==> src/rtl/shift_sequencer.sv <==
// Command-driven controller for an external rotate/shift register: parallel load, N shifts, capture.
// Defining SHSEQ_ABORT_EN adds an abort input that cancels a command during LOAD or SHIFT.
module shift_sequencer #(
    parameter int WIDTH = 8,
    parameter int CNT_W = 3
) (
    input  logic             Clock,
    input  logic             Reset_b,
    input  logic             start,
    input  logic [WIDTH-1:0] cmd_data,
    input  logic [CNT_W-1:0] cmd_amount,
    input  logic             cmd_right,
    input  logic             cmd_fill0,
`ifdef SHSEQ_ABORT_EN
    input  logic             abort,
`endif
    input  logic [WIDTH-1:0] sr_q,
    output logic             sr_load,
    output logic [WIDTH-1:0] sr_data,
    output logic             sr_shift_en,
    output logic             sr_right,
    output logic             sr_fill0,
    output logic             busy,
    output logic             done,
    output logic [WIDTH-1:0] result,
    output logic             result_valid,
    output logic [1:0]       dbg_state
);

    // Handshake: start is accepted only while busy=0 (IDLE); starts seen while busy=1 are dropped.
    // Each accepted command yields exactly one done pulse, after which result/result_valid are updated.
    typedef enum logic [1:0] {
        S_IDLE  = 2'd0,
        S_LOAD  = 2'd1,
        S_SHIFT = 2'd2,
        S_DONE  = 2'd3
    } state_t;

    state_t           state;
    logic [CNT_W-1:0] cnt;
    logic [CNT_W-1:0] lat_amount;
    logic             lat_right;
    logic             lat_fill0;
    logic             abort_req;

`ifdef SHSEQ_ABORT_EN
    assign abort_req = abort;
`else
    assign abort_req = 1'b0;
`endif

    assign dbg_state = state;

    // All outputs are registered: each transition writes the output values of the state being entered.
    always_ff @(posedge Clock or negedge Reset_b) begin
        if (!Reset_b) begin
            state        <= S_IDLE;
            cnt          <= '0;
            lat_amount   <= '0;
            lat_right    <= 1'b0;
            lat_fill0    <= 1'b0;
            sr_load      <= 1'b0;
            sr_data      <= '0;
            sr_shift_en  <= 1'b0;
            sr_right     <= 1'b0;
            sr_fill0     <= 1'b0;
            busy         <= 1'b0;
            done         <= 1'b0;
            result       <= '0;
            result_valid <= 1'b0;
        end else begin
            case (state)
                S_IDLE: begin
                    if (start) begin
                        state        <= S_LOAD;
                        lat_amount   <= cmd_amount;
                        lat_right    <= cmd_right;
                        lat_fill0    <= cmd_right & cmd_fill0;
                        sr_data      <= cmd_data;
                        sr_load      <= 1'b1;
                        busy         <= 1'b1;
                        result_valid <= 1'b0;
                    end
                end

                S_LOAD: begin
                    sr_load <= 1'b0;
                    if (abort_req) begin
                        state <= S_IDLE;
                        busy  <= 1'b0;
                    end else begin
                        cnt <= lat_amount;
                        if (lat_amount != '0) begin
                            state       <= S_SHIFT;
                            sr_shift_en <= 1'b1;
                            sr_right    <= lat_right;
                            sr_fill0    <= lat_fill0;
                        end else begin
                            state <= S_DONE;
                            done  <= 1'b1;
                        end
                    end
                end

                S_SHIFT: begin
                    if (abort_req) begin
                        state       <= S_IDLE;
                        sr_shift_en <= 1'b0;
                        sr_right    <= 1'b0;
                        sr_fill0    <= 1'b0;
                        busy        <= 1'b0;
                    end else begin
                        if (cnt != '0) begin
                            cnt <= cnt - CNT_W'(1);
                        end
                        // Leaving on cnt==1 gives exactly lat_amount cycles with sr_shift_en high.
                        if (cnt <= CNT_W'(1)) begin
                            state       <= S_DONE;
                            sr_shift_en <= 1'b0;
                            sr_right    <= 1'b0;
                            sr_fill0    <= 1'b0;
                            done        <= 1'b1;
                        end
                    end
                end

                S_DONE: begin
                    state        <= S_IDLE;
                    done         <= 1'b0;
                    busy         <= 1'b0;
                    result       <= sr_q;
                    result_valid <= 1'b1;
                end

                default: begin
                    state <= S_IDLE;
                end
            endcase
        end
    end

`ifndef SYNTHESIS
    a_load_shift_excl: assert property (@(posedge Clock) disable iff (!Reset_b)
        !(sr_load && sr_shift_en));
    a_done_busy: assert property (@(posedge Clock) disable iff (!Reset_b)
        done |-> busy);
`endif

endmodule

==> config.mk <==
export PLATFORM = sky130hd
export DESIGN_NAME = shift_sequencer
export DESIGN_NICKNAME = d
export VERILOG_FILES = /design/src/rtl/shift_sequencer.sv
export SDC_FILE = /design/constraint.sdc
export NUM_CORES = 1
export LEC_CHECK = 0
export BUFFER_PORTS_ARGS = -buffer_cell sky130_fd_sc_hd__buf_2
export CAP_MARGIN = 5
export CORE_AREA = 2 2 59 61
export CTS_BUF_LIST = sky130_fd_sc_hd__clkbuf_16
export DETAILED_ROUTE_END_ITERATION = 12
export DIE_AREA = 0 0 61 63
export PLACE_DENSITY = 0.87
export REMOVE_ABC_BUFFERS = 1
export SETUP_SLACK_MARGIN = 0.15
export SYNTH_ARGS = -nofsm -noshare
export SYNTH_HDL_FRONTEND = slang
export SYNTH_SLANG_ARGS = --single-unit
==> constraint.sdc <==
create_clock -name Clock -period 2.2 [get_ports Clock]
set_input_delay 0.11 -clock Clock [delete_from_list [all_inputs] [get_ports Clock]]
set_output_delay 0.11 -clock Clock [all_outputs]
set_load 0.01 [all_outputs]
; After elaboration in Yosys (flattened, before gate mapping)
; Cells that the tools add are included.
[word_totals]
word_cells = 63
ff_bits = 33
inputBits = 24
output_inout_bits = 25
[op_classes]
addsub = 1
muxes = 21
n_bitwise = 2
magnitude_cmp = 1
n_reduce_logical = 16
eq_ne = 8
[op_table]
columns = cell, count
row1 = 1-bit one-hot mux with 2 select lines, 6
row2 = 2-bit AND reduction, 6
row3 = 2-bit != test (second input constant), 5
row4 = 1-bit 2-to-1 mux, 9
row5 = 3-bit nonzero test, 3
row6 = 2-bit one-hot mux with 4 select lines, 1
row7 = 3-bit one-hot mux with 2 select lines, 1
row8 = 3-bit AND reduction, 2
row9 = 2-bit nonzero test, 3
row10 = 2-bit equality test (second input constant), 2
row11 = 2-bit 2-to-1 mux, 2
row12 = 3-bit by 1-bit <= comparator with 1-bit output (second input constant), 1
row13 = 3-bit 2-to-1 mux, 1
row14 = 1-bit one-hot mux with 3 select lines, 1
row15 = 3-bit by 1-bit subtractor with 3-bit output (second input constant), 1
row16 = 2-bit by 1-bit equality test with 1-bit output (second input constant), 1
row17 = 2-bit zero test, 1
row18 = 2-bit OR reduction, 1
row19 = 1-bit bitwise AND, 1
row20 = 1-bit inverter, 1

; Depth between registers and ports, before layout
; Gate-level depths: netlist of run 1.
[depth]
word_depth = 4
mapped_depth = 6
ltp_nobuf = 5

; Worst setup path after synthesis of run 1
; No wires, ideal clock.
[synth_path]
path_type = register -> register
startpoint = reg state[0] (netlist: dbg_state[0])
endpoint = reg lat_amount[0]
setup_time_ps = 128
period_less_slack_ps = 1592
required_time_ps = 2072
stages_incl_launch_ff = 6
slack_ps = 608
n_path_buf = 1
arrival_ps = 1465
cell_sequence = dfrtp_1 > inv_1 > ha_1 > nand2_2 > buf_2 > mux2_1
[synth_via]
elab_chain_cells = 2
[synth_lines]
columns = element, line
row1 = start: declaration, 39  ; state_t state;
row2 = start signal: assignment, 57  ; state <= S_IDLE;
row3 = start signal: assignment, 75  ; state <= S_LOAD;
row4 = start signal: assignment, 89  ; state <= S_IDLE;
row5 = 2-bit zero test, 72  ; case (state)
row6 = 2-bit AND reduction (no line), n/a
row7 = end signal: assignment, 76  ; lat_amount <= cmd_amount;
row8 = end: declaration, 41  ; logic [CNT_W-1:0] lat_amount;
; No other way between the ends.
; A chain may end at the register's enable or synchronous reset.

; Worst setup path in the final report of run 1
[layout_path]
startpoint = reg state[0] (netlist: dbg_state[0])
endpoint = reg state[0] (netlist: dbg_state[0])
[layout_via]
elab_chain_cells = 3
word_cells_on_any_way = 8
classes_between = 5 x eq/ne / 1 x mux / 2 x reduce/logical
[layout_lines]
columns = element, line
row1 = 2-bit equality test or 2-bit zero test (tied branches), 72
row2 = 2-bit != test (no line), n/a
row3 = 2-bit AND reduction (no line), n/a
; Parallel ways exist; a longest one is shown, timed or not.

==> impl_metrics.tcl, run 1 <==
set metrics [dict create \
    outcome "complete, no violations" \
    r2r.worst_path.cells 5 \
    cts_setup_buffers 0 \
    startpoint_type "flip-flop" \
    hold_viol_final 0 \
    place_congestion 0.750 \
    ys_seq_elements 33 \
    setup_viol 0 \
    arrival_ps 1900 \
    cts.clk_slew.worst_paths_ps 50 \
    grt_usage_pct 19.0 \
    setup.worst_path.end "dbg_state[0]" \
    hp-class "primary input to flip-flop" \
    wl_um 3080 \
    grt_pass1_wl_um 5260 \
    fin_nets 203 \
    syn_inst 120 \
    drive_gt1_share_pct 37.0 \
    worstMarginPinSlew_ps 706 \
    crit_fanout 16 \
    cts_made_buffers 5 \
    cts_sinks 33 \
    synth_area_per_cell_um2 12.7 \
    n_antenna_cell 0 \
    routed_via_density 5.05 \
    overflow 0 \
    first_global_vias 1155 \
    max_freq_mhz 587 \
    cts_resized 0 \
    cts_buffer_depth 2 \
    yosysWarnings 0 \
    setup_tns_ps 0 \
    seq_area_frac_synth_pct 54.1 \
    num_io_pins 49 \
    power.density_nw_per_um2 1630 \
    synth_most_common_cell "dfrtp_1" \
    rsz0062_at_grt "no" \
    maxSlewHeadroom_pct 53.0 \
    synth_ff_type "dfrtp_1" \
    async_reset_ff_share_pct 100 \
    timing.rr.start "dbg_state[0]" \
    peakVddDrop_mv 0.882 \
    port_buffers 48 \
    regToRegSetupSlack_ps 500 \
    initial_utilization_pct 47.2 \
    cp.required_ps 2400 \
    netlist_area_um2 1530 \
    synth_cell_types 32 \
    grt_max_degree 34 \
    p_switching_w 0.00120 \
    cts_tree "yes" \
    yosys.area.top_type "dfrtp_1" \
    slew_violations 0 \
    power_frac_seq_pct 35.5 \
    crit_type "flip-flop to flip-flop" \
    p_clk_share_pct 20.7 \
    cts_max_level 2 \
    period_needed_ps 1700 \
    min_period_over_period_pct 77.4 \
    synth_edf_count 0 \
    die_h_um 63 \
    drv_cap 0 \
    wire_per_inst_um 14.1 \
    p_comb_share_pct 43.7 \
    fin_skew_ps 1.34 \
    r2r_end "dbg_state[0]" \
    dp_hpwl_um 2320 \
    synth_top_cell_area_share_pct 54.1 \
    setup.worst_path.start "dbg_state[0]" \
    hold_depth 2 \
    die_x_um 61 \
    first_iter_violations 11 \
    first_pass_iters 4 \
    vias 1106 \
    p_total_w 0.00320 \
    p_int_w 0.00200 \
    cts-root-buf "clkbuf_16" \
    clock_latency_ps 280 \
    syn_to_final_growth_pct 28.3 \
    dieArea_um2 3840 \
    synthTopCellsByCount "dfrtp_1 (33), mux2_1 (21), inv_1 (9), ha_1 (7), nand2_1 (6)" \
    ant_nets 0 \
    antenna_found_initial 0 \
    drc 0 \
    p_leak_nw 0.942 \
    ys_top_cells_by_area "dfrtp_1 (54%), mux2_1 (16%), ha_1 (5.7%), inv_1 (2.2%), mux2i_1 (2.0%)" \
    cp-end-kind "flip-flop" \
    coreArea_um2 3230 \
    p_sw_share_pct 37.4 \
    rows 21 \
]
[worst max-delay path: stages (launching register included)]
cell     delay (ps)
dfrtp_1         410
inv_1           140
ha_1            300
nand2_2         280
a32o_1          320
a22oi_2         170
[per-layer routing]
metal,vias up,GRT usage (%),part of all wire (%)
li1,524,-,-
met1,545,22.3,40
met2,31,30.9,53
met3,6,7.25,5.5
met4,0,7.34,1.6
met5,-,0,0
[final cells by class]
| cell class | instances | area, um^2 |
|---|---|---|
| fill | 264 | 1270 |
| sequential | 33 | 826 |
| multi-input combinational | 74 | 647 |
| timing repair buffer | 49 | 250 |
| clock buffer | 5 | 125 |
| tap | 46 | 57.6 |
| inverter | 9 | 33.8 |
| clock inverter | 3 | 17.5 |
[power by group through the flow]
stage	clock network, W	registers (W)	logic (W)
detailed placement	0	0.00114	0.00140
global route	0.000711	0.00117	0.00154
CTS	0.000673	0.00114	0.00142
finish	0.000663	0.00114	0.00140
global placement	0	0.00112	0.00132
floorplan	0	0.00122	0.000841
[sequential cells by signal, indices dropped and copies added (netlist names), 2 cells and up]
signal and count:
cnt 3, lat_amount 3, sr_data 8, result 8, dbg_state 2
[worst min-delay path by stage]
| stage | start | endpoint |
|---|---|---|
| finish | cmd_amount[0] | lat_amount[0] |
| global route | cmd_data[6] | sr_data[6] |
| CTS | cmd_data[6] | sr_data[6] |
| detailed placement | Reset_b | sr_data[7] |
| global placement | Reset_b | sr_data[5] |
| floorplan | Reset_b | busy |
[what timing repair did]
item | CTS | global route
hold buffers | 1 | 0
hold endpoints to repair | 33 | 0
endpoints found under the setup margin | 0 | 0
[kinds of logic after synthesis]
| logic type | count (synthesis) | synth area share [%] |
|---|---|---|
| AND/OR/NAND/NOR | 18 | 6.56 |
| buffers and inverters | 13 | 3.44 |
| AO/OA/AOI/OAI | 23 | 11.3 |
| XOR/XNOR | 1 | 0.574 |
| adder cells (fa/ha/maj) | 7 | 5.74 |
| multiplexers | 25 | 18.2 |
| flip-flops | 33 | 54.1 |
[placed cells by master, fill, tap and decap left out, types with 3 or more instances in the layout]
cell type,count
a21oi_1,5
o22ai_1,3
dfrtp_1,33
mux2_1,21
clkbuf_16,5
inv_1,9
buf_2,48
nor2_1,3
nand2_1,6
mux2i_1,3
ha_1,7
[stage by stage]
stage                     cells  utilization [%]  hold slack [ps]  setup WS (ps)  instance area (um^2)
after floorplan             116                -             -186            609                  1510
after global placement      210             55.8              188            588                  1800
after detailed placement    210             55.8              200            451                  1800
after CTS                   219             60.5             40.8            462                  1960
after global routing        219             60.5             36.3            388                  1960
final                       219             60.5             42.2            496                  1960
(Power assumes the default switching activity.)
==> run 2: changes to the inputs <==
Settings changed: ABC_AREA set to 1, CORE_AREA 2 2 59 61 to 2 2 61 63, DIE_AREA 0 0 61 63 to 0 0 63 65, PLACE_DENSITY 0.87 to 0.84.
Clock period 2.2 ns to 1.5 ns, I/O delays scaled along.
==> run 2 against run 1 <==
Compared with the run above: final cell count increased by 39%; synthesized cell count increased by 48%; critical endpoint unchanged; clock power increased by 67%; via count increased by 28%; critical path type unchanged; routed wire length increased by 16%; combinational power increased by 62%; hold slack got worse by 37 ps; cell area increased by 13%; largest cell class unchanged; fmax increased by 35%; total power increased by 55%.
==> impl_metrics.tcl, run 2 <==
set metrics [dict create \
    antenna_found_initial 0 \
    n_antenna_cell 0 \
    final_util_pct 63.3 \
    p_leak_nw 1.22 \
    regToRegSetupSlack_ps 240 \
    place_congestion 0.804 \
    synth_compound_area_share_pct 3.82 \
    fin_area_um2 2210 \
    seq_area_frac_synth_pct 56.0 \
    p_total_w 0.00496 \
    setup.worst_path.end "dbg_state[0]" \
    r2r_end "dbg_state[0]" \
    synth_ff_type "dfrtp_1" \
    cp-end-kind "flip-flop" \
    multiInputGateArea_um2 621 \
    power.density_nw_per_um2 2240 \
    vias 1412 \
    cts_tree "yes" \
    max_stage_delay_ps 400 \
    setup.worst_path.start "dbg_state[0]" \
    timing.rr.start "dbg_state[0]" \
    syn_to_final_growth_pct 50.3 \
    yosysWarnings 0 \
    setup_tns_ps 0 \
    ys_seq_elements 33 \
    synth_fa_ha_area_share_pct 5.94 \
    path_buf_inv 4 \
    critPathTopFamily "flip-flops" \
    muxShareOfSynthArea_pct 0 \
    cts_sinks 33 \
    r2r.worst_path.cells 9 \
    ant_nets 0 \
    async_reset_ff_share_pct 100 \
    synthSimpleGateAreaFrac_pct 28.1 \
    worstPathCellList "inv_2 -> ha_4 -> inv_2 -> nor2_4 -> inv_2 -> nand2_2 -> inv_1 -> nand2_1 -> nand2_1" \
    synth_cell_types 15 \
    syn_inst 178 \
    cts.clk_slew.worst_paths_ps 50 \
    hp-start "sr_q[0]" \
    peakVddDrop_mv 1.47 \
    first_pass_iters 5 \
    netlist_area_um2 1470 \
    first_iter_violations 58 \
    placed_area_um2 1800 \
    drive_gt1_share_pct 31.6 \
    timing.hold.ws_ps 5.00 \
    cts_buffer_depth 2 \
    crit_type "flip-flop to flip-flop" \
    wire_per_inst_um 11.7 \
    rsz0062_at_grt "yes" \
    slew_violations 0 \
    layout_common_cells "nand2_1 (92), buf_2 (48), dfrtp_1 (32), dlygate4sd3_1 (16), inv_1 (10)" \
    setup_viol 0 \
    synthXorXnorAreaFrac_pct 0.594 \
    port_buffers 48 \
    grt_usage_pct 18.7 \
    synth_top_family_by_area "simple AND/OR/NAND/NOR gates" \
    fin_nets 286 \
    cts-root-buf "clkbuf_16" \
    grt_max_degree 34 \
    outcome "complete, no violations" \
    synth_edf_count 0 \
    drv_cap 0 \
    dieArea_um2 4100 \
    yosys.area.top_type "dfrtp_1" \
    fin_skew_ps 1.38 \
    die_x_um 63 \
    hold_viol_final 0 \
    ys_top_cells_by_area "dfrtp_1 (56%), nand2_1 (24%), ha_1 (5.9%), inv_1 (3.8%), o21ai_0 (2.4%)" \
    synth_top_cell_area_share_pct 56.0 \
    min_period_over_period_pct 84.1 \
    max_freq_mhz 792 \
    top_regs "result (8), sr_data (8)" \
    die_h_um 65 \
    synth_most_common_cell "nand2_1" \
    period_needed_ps 1260 \
    wl_um 3570 \
    fillCellCount 290 \
    cp.depth 9 \
    cp_slowest_cell "dfrtp_1" \
    overflow 0 \
    drc 0 \
    routed_via_density 4.64 \
    maxSlewHeadroom_pct 87.6 \
    grt_pass1_wl_um 5850 \
    num_io_pins 49 \
    synthTopCellsByCount "nand2_1 (95), dfrtp_1 (33), inv_1 (15), ha_1 (7), o21ai_0 (7)" \
    cp.required_ps 1660 \
    startpoint_type "flip-flop" \
    crit_fanout 4 \
    arrival_ps 1420 \
    initial_utilization_pct 42.2 \
    seq_area_um2 827 \
    cts_max_level 2 \
    first_global_vias 1381 \
    coreArea_um2 3500 \
    clock_latency_ps 270 \
    final_common_cell "nand2_1" \
    worstMarginPinSlew_ps 184 \
    cpMostUsedCell "inv_2" \
    rows 22 \
    hp-class "primary input to flip-flop" \
    cts_made_buffers 5 \
    synth_area_per_cell_um2 8.28 \
    dp_hpwl_um 2170 \
]
run 2: cell types whose count changed after synthesis, sizes merged, moves of 3 or more:
cell / change
a21oi: -5
inv: +8
mux2: -22
mux2i: -3
nand2: +88
nand3: +5
o21ai: +6
run 2: area by class of cell:
type | count | share of cell area (%)
Tap cell | 48 | 2.71
Clock buffer | 5 | 5.65
Multi-Input combinational cell | 125 | 28.0
Inverter | 17 | 2.88
Timing Repair Buffer | 73 | 21.7
Sequential cell | 33 | 37.3
Clock inverter | 3 | 1.69
run 2: kinds of logic after synthesis:
group,after synthesis
simple gates,106
flops,33
buf+inv,20
compound gates,11
fa+ha+maj,7
xor+xnor,1
run 2: worst min-delay path by stage:
stage | endpoint | cells after the start
2_1_floorplan | busy | 0
3_3_place_gp | cnt[1] | 2
3_5_place_dp | result[6] | 2
4_1_cts | result[0] | 3
5_1_grt | lat_right | 3
6_report | result[0] | 3
run 2: through the flow:
step	instances	setup slack [ps]
final	304	238
after global routing	304	116
after CTS	301	171
after detailed placement	275	82.6
after global placement	275	159
after floorplan	175	-81.9
run 2: worst register-to-register path, cell delays in order (launching register included):
cell	delay, ps
dfrtp_1	400
inv_2	120
ha_4	150
inv_2	60
nor2_4	130
inv_2	50
nand2_2	90
inv_1	50
nand2_1	50
nand2_1	60
run 2: where the power goes:
group / internal [W] / switching, W / leakage (nW) / total (W)
Combinational: 0.000926 / 0.00134 / 0.734 / 0.00227
Clock: 0.000769 / 0.000336 / 0.0826 / 0.00111
Sequential: 0.00133 / 0.000256 / 0.407 / 0.00159
run 2: routing by layer:
metal	GRT usage [%]	vias to the layer above	part of all wire, %
li1	-	697	-
met1	21.5	646	42
met2	31.1	57	49
met3	6.08	12	5.5
met4	10.0	0	2.7
met5	0	-	0
run 2: repair_timing:
item	in CTS	in global routing
hold buffers	16	0
hold endpoints to repair	48	0
resized for setup	4	15
endpoints found under the setup margin	6	17
pin swaps	0	1
buffers inserted	2	3
==> run 3: changes to the inputs <==
Clock period 1.5 ns to 1.1 ns, I/O delays scaled along.
==> run 3 against run 2 <==
Compared with the run above: the run now ends with setup timing left; hold slack got worse by 0.85 ps; sequential share of layout area shrank 4.8 points; setup slack worse by 410 ps; clock skew is essentially flat; global-route usage is 4.8 points higher; critical path type unchanged; total power rose by 62%; clock power grew 39%; fmax decreased by 1.2%.
==> impl_metrics.tcl, run 3 (synthesis results as in run 2) <==
set metrics [dict create \
    peakVddDrop_mv 1.95 \
    cts_sinks 33 \
    maxSlewHeadroom_pct 71.6 \
    worstPathCellList "inv_4 -> ha_4 -> inv_4 -> nor2_4 -> inv_2 -> nand2_4 -> inv_2 -> nand2_1 -> nand2_1" \
    wl_um 4610 \
    cts_tree "yes" \
    syn_to_final_growth_pct 72.3 \
    preCtsSetupSlack_ps -253 \
    die_x_um 63 \
    num_io_pins 49 \
    power_frac_seq_pct 27.6 \
    cts_max_level 2 \
    max_stage_delay_ps 460 \
    vias 1524 \
    timing.hold.ws_ps 4.15 \
    arrival_ps 1450 \
    rows 22 \
    top_regs "result (8), sr_data (8)" \
    layout_setup_ws_ps -177 \
    crit_fanout 4 \
    power.density_nw_per_um2 3170 \
    dp_hpwl_um 2510 \
    crit_type "flip-flop to flip-flop" \
    grt_usage_pct 23.6 \
    slew_violations 0 \
    timing.rr.start "dbg_state[1]" \
    wire_per_inst_um 14.3 \
    hold_viol_final 0 \
    cts-root-buf "clkbuf_16" \
    cts_made_buffers 5 \
    min_period_over_period_pct 116 \
    cp.required_ps 1270 \
    n_antenna_cell 0 \
    regToRegSetupSlack_ps -180 \
    final_common_cell "nand2_1" \
    drive_gt1_share_pct 47.8 \
    r2r.worst_path.cells 9 \
    multiInputGateArea_um2 767 \
    startpoint_type "flip-flop" \
    p_comb_share_pct 53.3 \
    fin_nets 304 \
    overflow 0 \
    drv_cap 0 \
    cp-end-kind "flip-flop" \
    ant_nets 0 \
    p_int_w 0.00476 \
    coreArea_um2 3500 \
    p_leak_nw 1.35 \
    setup_viol 33 \
    grt_pass1_wl_um 7200 \
    place_congestion 0.852 \
    p_sw_share_pct 40.9 \
    hold_end "lat_fill0" \
    hp-start "cmd_fill0" \
    failed_checks "setup timing" \
    seq_area_um2 827 \
    fin_skew_ps 1.02 \
    port_buffers 48 \
    drc 0 \
    cts_buffer_depth 2 \
    antenna_found_initial 0 \
    max_freq_mhz 783 \
    cp_slowest_cell "dfrtp_2" \
    first_global_vias 1610 \
    fillCellCount 240 \
    period_needed_ps 1280 \
    p_clk_share_pct 19.1 \
    p_switching_w 0.00329 \
    grt_max_degree 18 \
    layout_common_cells "nand2_1 (68), buf_2 (48), dfrtp_1 (32), nand2_2 (23), dlygate4sd3_1 (19)" \
    die_h_um 65 \
    first_iter_violations 34 \
    routed_via_density 4.73 \
    rsz0062_at_grt "yes" \
    hp-class "primary input to flip-flop" \
    dieArea_um2 4100 \
    r2r_end "dbg_state[0]" \
    first_pass_iters 4 \
    hold_depth 3 \
    cts.clk_slew.worst_paths_ps 50 \
    worstMarginPinSlew_ps 426 \
    initial_utilization_pct 42.2 \
    outcome "finished with violations" \
    clock_latency_ps 280 \
]
-- run 3: worst max-delay path by stage --
stage	from	to	slack (ps)
6_report	dbg_state[1]	dbg_state[0]	-180
3_3_place_gp	dbg_state[0]	cnt[2]	-180
5_1_grt	dbg_state[0]	cnt[1]	-230
3_5_place_dp	dbg_state[0]	dbg_state[0]	-250
2_1_floorplan	dbg_state[0]	sr_load	-480
4_1_cts	dbg_state[1]	dbg_state[0]	-110
-- run 3: metrics by stage --
step | util, % | std cells | instance area [um^2] | total power (W) | setup TNS, ps
2_1_floorplan | - | 175 | 1460 | 0.00383 | -7050
3_3_place_gp | 54.5 | 289 | 1900 | 0.00502 | -3130
3_5_place_dp | 54.5 | 289 | 1900 | 0.00515 | -4420
4_1_cts | 69.3 | 321 | 2420 | 0.00748 | -2200
5_1_grt | 72.7 | 322 | 2540 | 0.00863 | -4540
6_report | 72.7 | 322 | 2540 | 0.00805 | -2860
-- run 3: repair_timing --
action                     CTS  global route
pin swaps                    3             8
cloned                       1             0
setup endpoints to repair   34            35
resized for setup           39            41
hold endpoints to repair    34             0
setup buffers                4             1
hold buffers                19             0
-- run 3: layout make-up --
class | instances | share of cell area (%)
flip-flops and latches | 33 | 32.6
multi-input cells | 125 | 30.2
repair buffers | 90 | 25.3
clock buffers | 5 | 4.93
inverters | 17 | 2.91
well taps | 48 | 2.36
clock inverters | 3 | 1.48
repair inverters | 1 | 0.296
-- run 3: power groups by stage --
| stage | logic, W | clock network, W | registers, W |
|---|---|---|---|
| finish | 0.00429 | 0.00154 | 0.00222 |
| global route | 0.00472 | 0.00163 | 0.00228 |
| CTS | 0.00376 | 0.00155 | 0.00217 |
| detailed placement | 0.00301 | 0 | 0.00214 |
| global placement | 0.00289 | 0 | 0.00213 |
| floorplan | 0.00148 | 0 | 0.00235 |
-- run 3: critical path, delay by kind of cell (launching register included) --
kind / cells / cell delay, ps
flops: 1 / 460
simple gates: 4 / 290
buf+inv: 4 / 260
fa+ha+maj: 1 / 160
-- run 3: per-layer routing --
metal / up-vias / track usage, % / part of all wire (%)
met5: - / 0 / 0
li1: 731 / - / -
met2: 43 / 44.4 / 56
met3: 14 / 6.60 / 3.6
met4: 0 / 10.8 / 2.8
met1: 736 / 24.0 / 38
